===== config.mk =====
export PLATFORM = sky130hd
export DESIGN_NAME = pipe_skid_buf
export DESIGN_NICKNAME = d
export VERILOG_FILES = /design/src/rtl/pipe_skid_buf.sv
export SDC_FILE = /design/constraint.sdc
export NUM_CORES = 1
export LEC_CHECK = 0
export ABC_AREA = 1
export BUFFER_PORTS_ARGS = -buffer_cell sky130_fd_sc_hd__buf_4
export CAP_MARGIN = 20
export CORE_UTILIZATION = 48
export DETAILED_ROUTE_END_ITERATION = 7
export PLACE_DENSITY_LB_ADDON = 0.3
export SETUP_SLACK_MARGIN = 0.02
export SYNTH_ARGS = -nofsm -noshare
export SYNTH_HDL_FRONTEND = slang
export SYNTH_SLANG_ARGS = --single-unit
export TNS_END_PERCENT = 100

===== constraint.sdc =====
create_clock -name clk -period 1.5 [get_ports clk]
set_input_delay 0.075 -clock clk [delete_from_list [all_inputs] [get_ports clk]]
set_output_delay 0.075 -clock clk [all_outputs]
set_load 0.03 [all_outputs]

===== src/rtl/pipe_skid_buf.sv =====
// Two-entry skid buffer for the fetch/decode boundary, falling-edge clocked.
// Optional stall/flush statistics enabled by defining PIPE_SKID_BUF_STATS_EN.
module pipe_skid_buf #(
   parameter int unsigned WIDTH = 64,
   parameter logic [WIDTH-1:0] NOP_VALUE = {WIDTH{1'b0}}
) (
   input  logic             clk,
   input  logic             rst,
   input  logic             i_valid,
   input  logic [WIDTH-1:0] i_data,
   output logic             o_ready,
   output logic             o_valid,
   output logic [WIDTH-1:0] o_data,
   input  logic             i_ready,
   input  logic             i_flush,
`ifdef PIPE_SKID_BUF_STATS_EN
   output logic [15:0]      o_stall_cnt,
   output logic [7:0]       o_flush_cnt,
`endif
   output logic [1:0]       o_count
);

   typedef enum logic [1:0] {
      EMPTY = 2'd0,
      BUSY  = 2'd1,
      FULL  = 2'd2
   } state_t;

   state_t           state_q, state_d;
   logic [WIDTH-1:0] main_q, main_d;
   logic [WIDTH-1:0] skid_q, skid_d;
   logic             in_fire, out_fire;

   assign o_ready = (state_q != FULL);
   assign o_valid = (state_q != EMPTY);
   assign o_data  = main_q;
   assign o_count = state_q;

   assign in_fire  = i_valid & o_ready;
   assign out_fire = o_valid & i_ready;

   // State and payload registers, updated on the falling edge
   always_ff @(negedge clk or negedge rst) begin
      if (!rst) begin
         state_q <= EMPTY;
         main_q  <= NOP_VALUE;
         skid_q  <= NOP_VALUE;
      end else begin
         state_q <= state_d;
         main_q  <= main_d;
         skid_q  <= skid_d;
      end
   end

   // Next state and payload moves; flush overrides every transfer
   always_comb begin
      state_d = state_q;
      main_d  = main_q;
      skid_d  = skid_q;
      if (i_flush) begin
         state_d = EMPTY;
         main_d  = NOP_VALUE;
         skid_d  = NOP_VALUE;
      end else begin
         case (state_q)
            EMPTY: begin
               if (in_fire) begin
                  main_d  = i_data;
                  state_d = BUSY;
               end
            end
            BUSY: begin
               if (in_fire && out_fire) begin
                  main_d = i_data;
               end else if (in_fire) begin
                  skid_d  = i_data;
                  state_d = FULL;
               end else if (out_fire) begin
                  main_d  = NOP_VALUE;
                  state_d = EMPTY;
               end
            end
            FULL: begin
               if (out_fire) begin
                  main_d  = skid_q;
                  skid_d  = NOP_VALUE;
                  state_d = BUSY;
               end
            end
            default: begin
               state_d = EMPTY;
               main_d  = NOP_VALUE;
               skid_d  = NOP_VALUE;
            end
         endcase
      end
   end

`ifdef PIPE_SKID_BUF_STATS_EN
   logic [15:0] stall_q;
   logic [7:0]  flush_q;

   assign o_stall_cnt = stall_q;
   assign o_flush_cnt = flush_q;

   // Saturating event counters, cleared only by reset
   always_ff @(negedge clk or negedge rst) begin
      if (!rst) begin
         stall_q <= '0;
         flush_q <= '0;
      end else begin
         if (i_valid && !o_ready && stall_q != 16'hFFFF)
            stall_q <= stall_q + 16'd1;
         if (i_flush && flush_q != 8'hFF)
            flush_q <= flush_q + 8'd1;
      end
   end
`endif

endmodule


==> flow_summary.toml <==
[worst_setup_path]
crit_required_ns = 1.42
path_delay_family = "flip-flops"
cp.depth = 4
cp-endpoint = "o_valid"
path_class = "register to output pin"
critPathCaptureType = "output pin"
cp_max_fo = 6
reg2reg_slack_ns = -0.51
critPathSlowestCell = "dfrtn_1"
cp_cell_sequence = "buf_12 -> nor2_4 -> inv_8 -> buf_6"
rr_startpoint = "o_count[1]"
ff2ff_path_depth = 11
cp_data_arrival_time_ns = 2.01
cp-start-kind = "register"
worst_path_largest_cell_delay_ns = 0.37
critPathLaunch = "o_count[1]"
cp_num_buf_inv = 3
regToRegEndpoint = "skid_q[57]"

[die]
io_pins = 137
fp.dieArea_um2 = 15100
die_w_um = 123
core-area_um2 = 14000
rows = 43
die-height_um = 123
start_util_pct = 49.8

[placement]
place_ws_ns = -0.564
port_buffers = 136
gp_congestion = 0.824
place_hpwl_mm = 12.4

[synthesis]
synth_area_um2 = 6990
syn_nets = 1108
syn_area_per_cell_um2 = 6.73
synthesis.instances = 1039
ys_ff_latch = 130
yosysWarnings = 0
synth_cell_types = 17
yosysSeqAreaShare_pct = 46.5

[global_routing]
grt-ovfl-total = 0
grt_pass1_wl_mm = 43.4
grt_pass1_vias = 8121
grt_max_degree = 49
grt_antenna_before_repair = 0
grt_usage_pct = 38.9

[clock_tree]
cts_root_buffer = "clkbuf_16"
cts.sinks = 130
clk_latency_ns = 0.41
clk_pin_slew_ns = 0.04
cts-buffers-inserted = 17
h-tree-depth = 4
tritoncts = "built"
hold_buffers = 0
cts_buffer_depth = 2

[timing]
clock_skew_ns = 0.00592
fin_setup_tns_ns = -77.22
worstMarginPinSlew_ns = 0.464
finalSetupViolCount = 197
setup_slack_ns = -0.584
slew_viol_final = 0
rsz0062_at_grt = "yes"
relSlewSlack_pct = 69.0
hold_viol_final = 0

[route]
ant_nets = 0
drt_iter0_drc = 1046
vias_per_cell = 5.74
post-route-drc-count = 0
firstDrtPassIters = 6
wire_per_inst_um = 19.8
vias = 8495
totalWireLength_mm = 29.3

[power_and_ir_drop]
total_power_mw = 13.4
p_int_mw = 8.74
seq_power_share_pct = 31.7
p_leak_nw = 6.23
p_switching_mw = 4.64
power_frac_clock_pct = 29.2
p_sw_share_pct = 34.7
powerDensity_nw_per_um2 = 1190
vdd_drop_max_uv = 807
p_comb_share_pct = 39.1

[layout]
fillers = 854
area_growth_syn_to_layout_pct = 60.8
multi_input_area_um2 = 3210
final_common_cell = "nand2_1"
seq_area_um2 = 3250
post_route_cells_drive_above_1_share_pct = 29.3
layout_common_cells = "nand2_1, buf_4, dfrtn_1"
fin_nets = 1359
utilization_pct = 80.1
n_antenna_cell = 0

[run]
max_cap_viol_count = 0

[status]
status = "complete, but fails checks"
violations = "negative setup slack"

[min_path]
worst_hold_path_type = "input port to asynchronous set/reset pin"
==> worst min-delay path by stage <==
stage | startpoint | to | slack, ns | cells after the start
2_1_floorplan | skid_q[1] | skid_q[1] | 0.41 | 2
3_3_place_gp | o_data[50] | o_data[50] | 0.43 | 2
3_5_place_dp | o_data[23] | o_data[23] | 0.43 | 2
4_1_cts | rst | o_data[58] | 0.14 | 1
5_1_grt | rst | o_data[58] | 0.14 | 1
6_report | rst | o_data[58] | 0.14 | 1
==> worst register-to-register path, cell delays in order (launching register included) <==
cell,delay (ns)
dfrtn_1,0.46
buf_12,0.15
buf_4,0.17
inv_6,0.05
nor2_4,0.14
nand2_4,0.08
buf_6,0.13
nand3_4,0.13
buf_12,0.17
buf_4,0.17
buf_16,0.14
o21ai_1,0.08
==> area by class of cell <==
type,instances,area share (%)
Sequential cell,130,28.9
Tap cell,180,2.00
Clock buffer,23,4.16
Multi-Input combinational cell,733,28.6
Timing Repair Buffer,302,32.0
Inverter,106,3.76
Clock inverter,7,0.534
==> flip-flops by register name, summed over array words and instances (netlist names) <==
name,flops
o_data,64
skid_q,64
o_count,2
==> power groups by stage <==
| stage | Sequential (mW) | Clock (mW) | Combinational [mW] |
|---|---|---|---|
| finish | 4.24 | 3.91 | 5.22 |
| detailed placement | 4.21 | 0 | 3.13 |
| floorplan | 4.65 | 0 | 1.46 |
| global route | 4.27 | 4.05 | 5.46 |
| CTS | 4.21 | 3.84 | 4.72 |
| global placement | 4.22 | 0 | 3.08 |
==> layer usage <==
layer	GRT usage, %	share of wire [%]
met5	0	0
met4	27.3	6.7
met3	9.57	11
met2	62.4	48
met1	45.7	35
==> cells in the mapped netlist, drive strengths merged <==
master	instances	share of area [%]
nand2	466	25
dfrtn	130	47
nand3	130	9.4
inv	106	5.7
nor2	71	3.9
o21ai	64	4.6
buf	49	3.5
clkbuf	21	1.1
a31oi	1	0.090
o31ai	1	0.11
==> through the flow <==
| step | cell area (um2) | cells | hold WS [ns] |
|---|---|---|---|
| 6_report | 11200 | 1481 | 0.142 |
| 5_1_grt | 11200 | 1481 | 0.144 |
| 4_1_cts | 10900 | 1443 | 0.135 |
| 3_5_place_dp | 8510 | 1332 | 0.426 |
| 3_3_place_gp | 8510 | 1332 | 0.427 |
| 2_1_floorplan | 7100 | 1039 | 0.414 |
==> logic make-up (layout without fill, tap and decap cells) <==
kind of cell	Yosys count	in the layout	share of synthesized area [%]
and+or+nand+nor	667	667	38.4
buffers and inverters	176	438	10.3
DFF	130	130	46.5
AOI/OAI and AO/OA	66	66	4.78
==> what timing repair did <==
item                                    4_1_cts  5_1_grt
buffers inserted                             51       40
pin swaps                                     3        5
endpoints found under the hold margin         0        0
resized for setup                           167       13
endpoints found under the setup margin      197      197
cloned                                       32        0
(Power assumes the default switching activity.)
